===== src/rtl/pattern_grant_pkg.sv =====
// Shared types and default parameters for the pattern-triggered grant controller.
package pattern_grant_pkg;

    localparam int unsigned DEF_PAT_LEN = 3;
    localparam logic [2:0]  DEF_PAT     = 3'b101;
    localparam int unsigned DEF_Y_WIN   = 2;

    typedef enum logic [2:0] {
        StIdle,
        StFpulse,
        StMon,
        StGwait,
        StGhold,
        StGfail
    } state_e;

endpackage


===== src/rtl/x_pattern_match.sv =====
// Sliding-window matcher: compares the last PAT_LEN samples of x (newest in the LSB) with PAT.
module x_pattern_match
    import pattern_grant_pkg::*;
#(
    parameter int unsigned          PAT_LEN = DEF_PAT_LEN,
    parameter logic [PAT_LEN-1:0]   PAT     = PAT_LEN'(DEF_PAT)
) (
    input  logic clk,
    input  logic clr,
    input  logic en,
    input  logic x,
    output logic match
);

    if (PAT_LEN > 1) begin : g_hist
        logic [PAT_LEN-2:0] hist_q;
        logic [PAT_LEN-1:0] window;

        assign window = {hist_q, x};
        assign match  = (window == PAT);

        always_ff @(posedge clk) begin
            if (clr) begin
                hist_q <= '0;
            end else if (en) begin
                hist_q <= window[PAT_LEN-2:0];
            end
        end
    end else begin : g_nohist
        // Single-bit pattern needs no storage, so the control inputs go unused.
        logic unused_ctrl;
        assign unused_ctrl = ^{clk, clr, en};
        assign match       = (x == PAT[0]);
    end

endmodule


===== src/rtl/pattern_grant_fsm.sv =====
// Start pulse, watch x for PAT, grant g and wait up to Y_WIN cycles for y confirmation.
module pattern_grant_fsm
    import pattern_grant_pkg::*;
#(
    parameter int unsigned          PAT_LEN = DEF_PAT_LEN,
    parameter logic [PAT_LEN-1:0]   PAT     = PAT_LEN'(DEF_PAT),
    parameter int unsigned          Y_WIN   = DEF_Y_WIN
) (
    input  logic clk,
    input  logic reset,
    input  logic x,
    input  logic y,
    input  logic rearm,
    output logic f,
    output logic g,
    output logic pass,
    output logic fail
);

    localparam int unsigned    CntW    = $clog2(Y_WIN + 1);
    localparam logic [CntW-1:0] CntLast = CntW'(Y_WIN - 1);

    state_e          state_q, state_d;
    logic [CntW-1:0] cnt_q, cnt_d;
    logic            match;
    logic            hist_clr;
    logic            hist_en;

    // History restarts on reset and on every pass through FPULSE, i.e. on each entry to MON.
    assign hist_clr = reset || (state_q == StFpulse);
    assign hist_en  = (state_q == StMon);

    x_pattern_match #(
        .PAT_LEN (PAT_LEN),
        .PAT     (PAT)
    ) u_x_pattern_match (
        .clk   (clk),
        .clr   (hist_clr),
        .en    (hist_en),
        .x     (x),
        .match (match)
    );

    always_ff @(posedge clk) begin
        if (reset) begin
            state_q <= StIdle;
            cnt_q   <= '0;
        end else begin
            state_q <= state_d;
            cnt_q   <= cnt_d;
        end
    end

    always_comb begin
        state_d = state_q;
        cnt_d   = cnt_q;
        unique case (state_q)
            StIdle:   state_d = StFpulse;
            StFpulse: state_d = StMon;
            StMon: begin
                if (match) begin
                    state_d = StGwait;
                    cnt_d   = '0;
                end
            end
            StGwait: begin
                // y is checked first so a confirmation on the last window cycle still passes.
                if (y) begin
                    state_d = StGhold;
                end else if (cnt_q == CntLast) begin
                    state_d = StGfail;
                end else begin
                    cnt_d = cnt_q + CntW'(1);
                end
            end
            StGhold, StGfail: begin
                if (rearm) begin
                    state_d = StFpulse;
                end
            end
            default: state_d = StIdle;
        endcase
    end

    always_comb begin
        f    = (state_q == StFpulse);
        g    = (state_q == StGwait) || (state_q == StGhold);
        pass = (state_q == StGhold);
        fail = (state_q == StGfail);
    end

endmodule

===== config.mk =====
export PLATFORM = sky130hd
export DESIGN_NAME = pattern_grant_fsm
export DESIGN_NICKNAME = d
export VERILOG_FILES = /design/src/rtl/pattern_grant_pkg.sv /design/src/rtl/x_pattern_match.sv /design/src/rtl/pattern_grant_fsm.sv
export SDC_FILE = /design/constraint.sdc
export NUM_CORES = 1
export LEC_CHECK = 0
export ABC_AREA = 1
export CAP_MARGIN = 20
export CORE_AREA = 3 3 40 42
export DETAILED_ROUTE_END_ITERATION = 16
export DIE_AREA = 0 0 43 45
export PLACE_DENSITY_LB_ADDON = 0.25
export SETUP_SLACK_MARGIN = 0.5
export SYNTH_ARGS = -nofsm -noshare
export SYNTH_HDL_FRONTEND = slang
export SYNTH_SLANG_ARGS = --single-unit

===== constraint.sdc =====
create_clock -name clk -period 1 [get_ports clk]
set_input_delay 0.2 -clock clk [delete_from_list [all_inputs] [get_ports clk]]
set_output_delay 0.2 -clock clk [all_outputs]
set_load 0.03 [all_outputs]

==> key figures, run 1 <==
Status
  – Outcome: complete, but fails checks
  – Failing checks: setup timing

Floorplanning
  – Core Rows: 13
  – Core area: between 1000 and 1500 µm²
  – # IOs: 9
  – DIE WIDTH: 43 µm
  – Die Height: 45 µm
  – Starting density of the core: 33.9%
  – Die area: between 1500 and 2000 µm²

Min path
  – Worst Hold Launch: cnt_q[1]
  – Worst min path class: flip-flop to flip-flop

Synthesis
  – Synth unique cells: 15
  – Post-synthesis xor/xnor area fraction: 0%
  – Most instantiated cells after synthesis: nand2_1, nor2_1, inv_1, dfxtp_1
  – Yosys warnings: 0
  – Largest family of logic cells by synthesized area: simple AND/OR/NAND/NOR gates
  – Top cells by area, synth: dfxtp_1, nand2_1, nor2_1
  – EDFF count, synth: 0
  – Synth Area in Compound Gates: 11.2%
  – Synthesized flop and latch total: 7
  – Sequential share of the synthesized area: 32.2%
  – Cells after synthesis: 70
  – Synth Area in Adders: ~2.9%
  – Synth Net Count: 76
  – Synth Area in Simple Gates: 43.4%
  – Asr flop ratio synth: 0%
  – Cell taking the most area after synthesis: dfxtp_1
  – Post-synthesis mux area share: 0%
  – Top FF cell, synth: dfxtp_1
  – Yosys top cell area share: between 30% and 40%
  – Top-count cell post-synth: nand2_1
  – Syn Area/Cell: 6.22 µm²
  – Cell Area, Synth: 435 µm²

Routing
  – DRT iter0 DRCs: 6
  – Routed wire length: between 1 and 1.5 mm
  – Via-to-Cell Ratio: 4.55
  – Vias: 523
  – Number of detailed-route iterations in the first pass: 4
  – # DRC: 0
  – WL/cell: 11.3 µm
  – Routed Antenna Nets: 0

Global routing
  – Largest net degree at the start of global routing: 6
  – Antenna violations before repair: 0
  – Total congestion overflow: 0
  – Gr usage total: approximately 16%
  – Number of global-route vias before repair: 546
  – Global-route wire length before repair: between 2 and 2.5 mm

Place
  – Detailed Place HPWL: 782 µm
  – Port Buffers: 8
  – DP Area: 632 µm²
  – Cell count after placement: 102
  – Gpl congestion: 0.790

STA
  – Final-report hold violation count: 0
  – Clock Skews: 0.00591 ns
  – Unrepaired setup endpoints after global routing: true
  – Slew @ Worst Pin: 0.189 ns
  – Final hold slack: between 0.4 and 0.5 ns
  – Final period util: 125%
  – Fmax: 802 MHz
  – Final Worst Setup Slack: -0.247 ns
  – Setup TNS: -1.77 ns
  – Final Max Slew Viols: 0
  – Crit path time final: 1.25 ns
  – Final setup fails: 11
  – Worst rel slew slack: 87.4%

Worst setup path
  – RR Startpoint: state_q[1]
  – R2R setup slack: -0.18 ns
  – Critical Path Sink Type: primary output
  – Max FO, Critical Path: 4
  – Worst path cell trace: inv_4 > buf_4 > nand2_4 > inv_2 > buf_6
  – Setup CP Type: flip-flop to primary output
  – Crit path arrival time: 1.05 ns
  – Crit path buf inv count: 4
  – Largest delay contributor family on the critical path: flip-flops
  – Worst Path Required: 0.80 ns
  – Critical path's largest stage delay: 0.39 ns
  – CP Launch Point: state_q[1]
  – Startpoint type of the worst setup path: flip-flop
  – Worst path slowest cell: dfxtp_4

Clocking
  – Clock Pin Slew Worst Setup and Hold Paths: about 0.050 ns
  – Clk root buf: clkbuf_4
  – H-tree levels: 1
  – Total CTS buffers: 3
  – Clock Sinks: 7
  – TritonCTS clock tree: built
  – Worst-Skew Late Latency: 0.26 ns
  – Clk buf depth: 2

Finish
  – Ratio of cells with drive above 1 in the final layout: 62.0%
  – FF+latch area: between 150 and 200 µm²
  – Antenna diodes: 0
  – Final Util: 68.0%
  – Non-filler cells, final: 115
  – Area of the multi-input gates: approximately 380 µm²
  – Area Growth Syn to Fin: 101%
  – Filler instances: 105
  – Design area: 873 µm²
  – Nets: 107

Pwr
  – Power Density: roughly 3100 nW/µm²
  – VDD IR max: 1.43 mV
  – Leakage: 0.370 nW

Job
  – # Max-Cap Violations: 0
[cells in the final DEF, fill, tap and decap left out, types with 4 or more instances in the layout]
cell type	Yosys	layout
nand2_2	3	4
nor2_1	12	7
nor2_2	5	5
nand2_1	15	11
clkdlybuf4s50_1	0	4
buf_4	0	13
inv_1	11	6
buf_6	0	9
nor2_4	0	5
[cell families (layout without fill, tap and decap cells)]
family,after synthesis,after routing
buffers and inverters,12,42
AO/OA/AOI/OAI,8,8
flip-flops,7,7
AND/OR/NAND/NOR,42,42
adder cells (fa/ha/maj),1,1
[worst min-delay path, stage by stage, from the launching register on]
cell and delay, ns:
dfxtp_2 0.33, nor2_1 0.04, nor2_1 0.08
[power breakdown]
group	switching, mW	leakage, nW	internal [mW]
sequential	0.164	0.0602	0.437
combinational	0.920	0.295	0.914
clock	0.111	0.0150	0.153
total	1.20	0.370	1.50
[per-layer routing]
| metal | part of all wire (%) | global-route usage [%] | up-vias |
|---|---|---|---|
| met5 | 0 | 0 | - |
| met2 | 49 | 26.3 | 12 |
| met3 | 4.8 | 5.18 | 7 |
| met1 | 42 | 18.3 | 221 |
| met4 | 3.9 | 10.8 | 0 |
| li1 | - | - | 283 |
[per-stage QoR]
step | setup WS [ns] | total power, mW
CTS | -0.250 | 2.53
global route | -0.295 | 2.91
global placement | -0.267 | 1.66
detailed placement | -0.285 | 1.66
finish | -0.247 | 2.70
floorplan | -0.0274 | 1.25
[registers in the layout, summed over array words and instances (netlist names)]
signal / count
cnt_q: 2
u_x_pattern_match.g_hist.hist_q: 2
state_q: 3
[final timing paths]
kind / cells past startpoint / to
min reg2reg: 2 / cnt_q[1]
max reg2reg: 8 / cnt_q[0]
min: 2 / cnt_q[1]
max: 5 / f
[layout make-up]
type                    instances  area share, %
clock buffers                   4           3.01
flip-flops and latches          7           17.6
well taps                      15           2.15
inverters                      12           6.02
repair buffers                 26           27.4
multi-input cells              51           43.8
[timing repair]
action                     CTS  global route
hold buffers                 0             0
setup buffers                7             2
pin swaps                   10             5
gates resized for setup     38             6
setup endpoints to repair   11            11
gates cloned                 0             0
Power figures use the tool's default switching activity.
==> run 2, diff against run 1 <==
--- a/config.mk
+++ b/config.mk
@@ -7,11 +7,12 @@
 export LEC_CHECK = 0
 export ABC_AREA = 1
 export CAP_MARGIN = 20
-export CORE_AREA = 3 3 40 42
+export CORE_MARGIN = 3
+export CORE_UTILIZATION = 35
 export DETAILED_ROUTE_END_ITERATION = 16
-export DIE_AREA = 0 0 43 45
 export PLACE_DENSITY_LB_ADDON = 0.25
 export SETUP_SLACK_MARGIN = 0.5
 export SYNTH_ARGS = -nofsm -noshare
 export SYNTH_HDL_FRONTEND = slang
+export SYNTH_HIERARCHICAL = 1
 export SYNTH_SLANG_ARGS = --single-unit
==> run 2 against run 1 <==
  * The flow still finishes with violations (setup timing)
  * Worst hold slack better by 0.016 ns
  * Sequential power down 3.7%
  * Register-to-register slack barely moved
  * Setup slack gained 0.018 ns
  * Highest routed layer is now met3
  * Total power fell by 5.6%
  * Largest cell class unchanged
  * Clock power fell by 3%
  * Design area up 1.3%
  * Utilization grew 6.6 points
  * Sequential share of layout area down 0.22 points
  * Die area decreased by 6.1%
  * Synthesized cell count grew 7.1%
  * Flip-flop and latch count unchanged
==> key figures, run 2 <==
Global routing
  – Gr usage total: 16.9% (+0.63 points)
  – Antenna violations before repair: 0 (unchanged)
  – Number of global-route vias before repair: 517 (-5.3%)
  – Largest net degree at the start of global routing: 6 (unchanged)
  – Total congestion overflow: 0 (unchanged)
  – Global-route wire length before repair: 2.35 mm (+3.7%)

STA
  – Unrepaired setup endpoints after global routing: true
  – Slew @ Worst Pin: 0.250 ns (+0.0617 ns)
  – Crit path time final: 1.23 ns (-0.0177 ns)
  – Final Max Slew Viols: 0 (unchanged)
  – Final setup fails: 11 (unchanged)
  – Fmax: 814 MHz (+1.4%)
  – Final-report hold violation count: 0 (unchanged)
  – Final Worst Setup Slack: -0.229 ns (+0.0177 ns)
  – Worst rel slew slack: 83.2% (-4.2 points)
  – Final period util: 123% (-1.8 points)
  – Clock Skews: 0.00165 ns (-0.00425 ns)
  – Final hold slack: 0.505 ns (+0.0160 ns)
  – Setup TNS: -1.66 ns (+0.118 ns)

Clocking
  – Clock Pin Slew Worst Setup and Hold Paths: 0.05 ns (about the same)
  – Worst-Skew Late Latency: 0.25 ns (about the same)
  – TritonCTS clock tree: built
  – Clock Sinks: 7 (unchanged)
  – Clk buf depth: 2 (unchanged)
  – Hold Buf Count CTS: 0 (unchanged)
  – Total CTS buffers: 3 (unchanged)
  – Clk root buf: clkbuf_4
  – H-tree levels: 1 (unchanged)

Worst setup path
  – Worst path cell trace: inv_4 > nand2_8 > o21ai_4 > buf_6
  – Crit path arrival time: 1.03 ns (-0.02 ns)
  – Critical Path Sink Type: primary output
  – Worst path slowest cell: dfxtp_4
  – Crit path buf inv count: 2 (-2)
  – Critical path's largest stage delay: 0.36 ns (-0.03 ns)
  – Setup CP Type: flip-flop to primary output
  – Worst Path Required: 0.80 ns (about the same)
  – Largest delay contributor family on the critical path: flip-flops
  – Max FO, Critical Path: 4 (unchanged)
  – Startpoint type of the worst setup path: flip-flop

Pwr
  – Power Density: 2880 nW/µm² (-6.8%)
  – Psw: 1.15 mW (-3.5%)
  – Leakage: 0.391 nW (+5.5%)
  – Internal power: 1.39 mW (-7.3%)
  – Comb pwr share: 67.2% (-0.7 points)
  – Switching Fraction: 45.3% (+1.0 points)
  – Clock power frac: 10.0% (+0.2 points)
  – VDD IR max: 1.63 mV (+14%)
  – Flop pwr share: 22.8% (+0.5 points)

Floorplanning
  – Core area: 1190 µm² (-7.7%)
  – # IOs: 9 (unchanged)
  – Core Rows: 12 (-1)
  – Die Height: 42.6 µm (-5.3%)
  – Starting density of the core: 39.6% (+5.7 points)
  – DIE WIDTH: 42.6 µm (-0.90%)
  – Die area: 1820 µm² (-6.1%)

Synthesis
  – Most instantiated cells after synthesis: nand2_1, inv_1, nor2_1, dfxtp_1, nor2_2
  – Cell Area, Synth: 469 µm² (+7.8%)
  – Sequential share of the synthesized area: 29.9% (-2.3 points)
  – Cells after synthesis: 75 (+7.1%)
  – Yosys warnings: 6 (+6)
  – Synth unique cells: 18 (+3)
  – Top cells by area, synth: dfxtp_1, nand2_1, inv_1
  – Asr flop ratio synth: 0% (unchanged)
  – EDFF count, synth: 0 (unchanged)
  – Top-count cell post-synth: nand2_1
  – Synth Net Count: 81 (+6.6%)
  – Syn Area/Cell: 6.26 µm² (+0.57%)
  – Cell taking the most area after synthesis: dfxtp_1
  – Top FF cell, synth: dfxtp_1
  – Yosys top cell area share: 29.9% (-2.3 points)
  – Synthesized flop and latch total: 7 (unchanged)

Place
  – Port Buffers: 8 (unchanged)
  – Gpl congestion: 0.779 (-1.4%)
  – Detailed Place HPWL: 824 µm (+5.4%)
  – DP Worst Slack: -0.297 ns (-0.0117 ns)

Routing
  – # DRC: 0 (unchanged)
  – Number of detailed-route iterations in the first pass: 4 (unchanged)
  – Routed Antenna Nets: 0 (unchanged)
  – Via-to-Cell Ratio: 4.60 (+1.1%)
  – Routed wire length: 1.32 mm (+1.5%)
  – DRT iter0 DRCs: 12 (+6)
  – WL/cell: 11.5 µm (+1.5%)
  – Vias: 529 (+1.1%)

Finish
  – Antenna diodes: 0 (unchanged)
  – Nets: 108 (+0.93%)
  – Regs by FF count: state_q x3, cnt_q x2, u_x_pattern_match/g_hist.hist_q x2
  – Ratio of cells with drive above 1 in the final layout: 57.4% (-4.6 points)
  – Filler instances: 72 (-31%)
  – Commonest non-fill, non-tap cell in the layout: nand2_1
  – Most flops, register: state_q
  – Max reg flops: 3 (unchanged)
  – Most frequent cells in the layout: nand2_1, inv_1, buf_6, buf_4
  – Area Growth Syn to Fin: 88.5%

Job
  – # Max-Cap Violations: 0 (unchanged)

Status
  – Outcome: complete, but fails checks
  – Failing checks: setup timing

Min path
  – Worst min path class: flip-flop to flip-flop
-- run 2: changes by cell type in the layout (fill, tap and decap cells not counted), moves of 3 or more --
cell     delta
buf_4       -5
inv_1       +4
nand2_1     +4
nand3_1     -3
nand3_2     +3
nor2_2      -3
-- run 2: logic make-up after synthesis --
kind of cell | synth area share (%)
buffers and inverters | 14.4
AOI/OAI and AO/OA | 10.4
adders and majority gates | 2.67
DFF | 29.9
and+or+nand+nor | 42.7
-- run 2: power groups by stage --
stage | combinational (mW) | clock (mW) | sequential [mW]
after floorplan | 0.787 | 0 | 0.565
after global placement | 1.07 | 0 | 0.575
after detailed placement | 1.09 | 0 | 0.573
after CTS | 1.60 | 0.267 | 0.568
after global routing | 1.88 | 0.291 | 0.595
final | 1.71 | 0.255 | 0.580
-- run 2: worst min-delay path: stages (launching register included) --
cell and delay [ns]:
dfxtp_1 0.33, nor2_1 0.06, nor2_2 0.08
-- run 2: cell type report --
class,instances,area (µm²),share of cell area (%)
Inverter,18,77.6,8.77
Tap cell,14,17.5,1.98
Clock buffer,4,26.3,2.97
Multi-Input combinational cell,50,384,43.4
Sequential cell,7,154,17.4
Timing Repair Buffer,22,225,25.5
-- run 2: through the flow --
stage	util [%]	total power, mW	cells	area, µm²
final	74.6	2.55	115	885
after global routing	74.6	2.77	115	885
after CTS	71.2	2.44	114	845
after detailed placement	56.6	1.66	104	672
after global placement	56.6	1.65	104	672
after floorplan	-	1.35	75	532
-- run 2: final timing paths --
check / from / endpoint / slack [ns] / cells past startpoint
max reg2reg: state_q[2] / state_q[0] / -0.17 / 5
min reg2reg: u_x_pattern_match/g_hist.hist_q[1] / u_x_pattern_match/g_hist.hist_q[1] / 0.51 / 2
min: u_x_pattern_match/g_hist.hist_q[1] / u_x_pattern_match/g_hist.hist_q[1] / 0.51 / 2
max: state_q[1] / g / -0.23 / 4
-- run 2: routing by layer --
metal,wire length (µm),share of wire [%],vias up,GRT usage (%)
met1,619,47,239,23.7
met2,654,49,9,24.9
li1,-,-,281,-
met3,50,3.8,0,5.15
met5,0,0,-,0
met4,0,0,0,3.73
-- run 2: repair_timing --
action	in CTS	in global routing
pin swaps	10	10
setup endpoints to repair	11	11
resized for setup	21	10
setup buffers	6	1
==> run 3, diff against run 2 <==
--- a/config.mk
+++ b/config.mk
@@ -7,9 +7,9 @@
 export LEC_CHECK = 0
 export ABC_AREA = 1
 export CAP_MARGIN = 20
-export CORE_MARGIN = 3
-export CORE_UTILIZATION = 35
+export CORE_AREA = 3 3 40 42
 export DETAILED_ROUTE_END_ITERATION = 16
+export DIE_AREA = 0 0 43 45
 export PLACE_DENSITY_LB_ADDON = 0.25
 export SETUP_SLACK_MARGIN = 0.5
 export SYNTH_ARGS = -nofsm -noshare
==> run 3 against run 2 <==
  * The run still ends with setup timing left
  * Critical endpoint is now fail
  * Sequential power rose by 2%
  * Final cell count rose by 0.87%
  * Sequential share of layout area rose by 0.33 points
  * Design area fell by 1.8%
  * Maximum frequency fell by 2.6%
  * Flip-flop and latch count did not move
  * Utilization fell by 7.0 points
  * Register-to-register slack got worse by 0.06 ns
  * First-iteration DRC count rose by 8.3%
  * Setup slack got worse by 0.033 ns
  * Die area rose by 6.6%
==> key figures, run 3 (synthesized netlist as in run 2, its figures left out) <==
Worst setup path
  – Setup CP Type: flip-flop to primary output
  – Crit path arrival time: 1.06 ns (+0.03 ns)
  – Startpoint type of the worst setup path: flip-flop
  – Worst-case reg-to-reg path depth: 5 (unchanged)
  – Max FO, Critical Path: 5 (+1)
  – Worst Path Required: 0.80 ns (about the same)
  – Critical Path Sink Type: primary output

Place
  – DP Area: 666 µm² (-0.93%)
  – Detailed Place HPWL: 828 µm (+0.45%)
  – Cell count after placement: 104 (unchanged)
  – Port Buffers: 8 (unchanged)
  – Gpl congestion: 0.752 (-3.5%)

Finish
  – Most frequent cells in the layout: nand2_1, inv_1, buf_6, buf_4
  – Most flops, register: state_q
  – Antenna diodes: 0 (unchanged)
  – Area Growth Syn to Fin: 85.1%
  – Commonest non-fill, non-tap cell in the layout: nand2_1
  – Max reg flops: 3 (unchanged)
  – Ratio of cells with drive above 1 in the final layout: 59.4% (+2.0 points)
  – Non-filler cells, final: 116 (+0.87%)
  – Design area: 868 µm² (-1.8%)
  – Final Util: 67.6% (-7.0 points)
  – Regs by FF count: state_q x3, cnt_q x2, u_x_pattern_match/g_hist.hist_q x2
  – Nets: 108 (unchanged)

Global routing
  – Global-route wire length before repair: 2.04 mm (-13%)
  – Gr usage total: 15.1% (-1.7 points)
  – Number of global-route vias before repair: 490 (-5.2%)
  – Largest net degree at the start of global routing: 6 (unchanged)
  – Total congestion overflow: 0 (unchanged)
  – Antenna violations before repair: 0 (unchanged)

Clocking
  – Hold Buf Count CTS: 0 (unchanged)
  – H-tree levels: 1 (unchanged)
  – Clk root buf: clkbuf_4
  – Total CTS buffers: 3 (unchanged)
  – Worst-Skew Late Latency: 0.26 ns (about the same)
  – TritonCTS clock tree: built
  – Clk buf depth: 2 (unchanged)
  – Clock Pin Slew Worst Setup and Hold Paths: 0.06 ns (about the same)
  – Clock Sinks: 7 (unchanged)

STA
  – Final Worst Setup Slack: -0.262 ns (-0.0325 ns)
  – Final setup fails: 11 (unchanged)
  – Setup TNS: -2.07 ns (-0.419 ns)
  – Clock Skews: 0.000433 ns (-0.00122 ns)
  – Worst rel slew slack: 74.2% (-8.9 points)
  – Slew @ Worst Pin: 0.383 ns (+0.133 ns)
  – Final-report hold violation count: 0 (unchanged)
  – Fmax: 793 MHz (-2.6%)
  – Crit path time final: 1.26 ns (+0.0325 ns)
  – Final Max Slew Viols: 0 (unchanged)
  – Unrepaired setup endpoints after global routing: true
  – Final period util: 126% (+3.3 points)

Pwr
  – Psw: 1.17 mW (+1.2%)
  – Final Total Pwr: 2.55 mW (-0.15%)
  – Clock power frac: 11.0% (+1.0 points)
  – Power Density: 2930 nW/µm² (+1.7%)
  – Comb pwr share: 65.8% (-1.4 points)
  – Internal power: 1.38 mW (-1.3%)
  – Flop pwr share: 23.3% (+0.5 points)
  – Switching Fraction: 45.9% (+0.63 points)
  – Leakage: 0.380 nW (-2.9%)
  – VDD IR max: 1.34 mV (-18%)

Routing
  – Routed wire length: 1.43 mm (+8.2%)
  – Number of detailed-route iterations in the first pass: 4 (unchanged)
  – Routed Antenna Nets: 0 (unchanged)
  – Vias: 550 (+4.0%)
  – DRT iter0 DRCs: 13 (+1)
  – WL/cell: 12.4 µm (+7.3%)
  – # DRC: 0 (unchanged)
  – Via-to-Cell Ratio: 4.74 (+3.1%)

Floorplanning
  – # IOs: 9 (unchanged)
  – Starting density of the core: 36.5% (-3.0 points)
  – Die Height: 45 µm (+5.6%)
  – Core area: 1280 µm² (+8.3%)
  – DIE WIDTH: 43 µm (+0.90%)
  – Die area: 1940 µm² (+6.6%)
  – Core Rows: 13 (+1)

Status
  – Failing checks: setup timing
  – Outcome: complete, but fails checks

Min path
  – Worst Hold Depth: 2 (unchanged)
  – Worst min path class: flip-flop to flip-flop

Job
  – # Max-Cap Violations: 0 (unchanged)
-- run 3: path summary, 6_finish.rpt --
path	from	endpoint	slack, ns
hold reg to reg	u_x_pattern_match/g_hist.hist_q[0]	u_x_pattern_match/g_hist.hist_q[0]	0.51
hold / removal	u_x_pattern_match/g_hist.hist_q[0]	u_x_pattern_match/g_hist.hist_q[0]	0.51
setup / recovery	state_q[0]	fail	-0.26
setup reg to reg	state_q[1]	state_q[0]	-0.23
-- run 3: repair_timing --
item	in CTS	in global routing
buffers inserted	6	2
pin swaps	6	11
endpoints found under the hold margin	0	0
setup endpoints to repair	11	11
gates resized for setup	18	11
-- run 3: per-layer routing --
metal / vias up / GRT usage, % / share of wire [%]
met5: - / 0 / 0
met4: 0 / 10.8 / 5.6
met3: 9 / 4.78 / 4.5
met2: 14 / 26.0 / 49
met1: 248 / 15.5 / 41
li1: 279 / - / -
-- run 3: power groups by stage --
stage / Sequential (mW) / Combinational [mW] / Clock [mW]
CTS: 0.573 / 1.42 / 0.277
detailed placement: 0.574 / 1.09 / 0
floorplan: 0.565 / 0.787 / 0
global placement: 0.577 / 1.07 / 0
global route: 0.599 / 1.82 / 0.297
finish: 0.592 / 1.67 / 0.279
-- run 3: critical path, cell delays in order, from the launching register on --
cell     delay, ns
dfxtp_4       0.41
inv_4         0.06
buf_4         0.13
nor2_4        0.07
buf_6         0.13
-- run 3: area by class of cell --
type	count	area, µm²
clock buffers	4	26.3
fillers	100	417
inverters	18	77.6
multi-input cells	50	383
flip-flops and latches	7	154
well taps	15	18.8
repair buffers	22	209
-- run 3: through the flow --
step	setup WS [ns]	hold slack, ns
floorplan	0.0229	0.253
global placement	-0.290	0.476
detailed placement	-0.298	0.483
CTS	-0.242	0.504
global route	-0.319	0.533
finish	-0.262	0.510
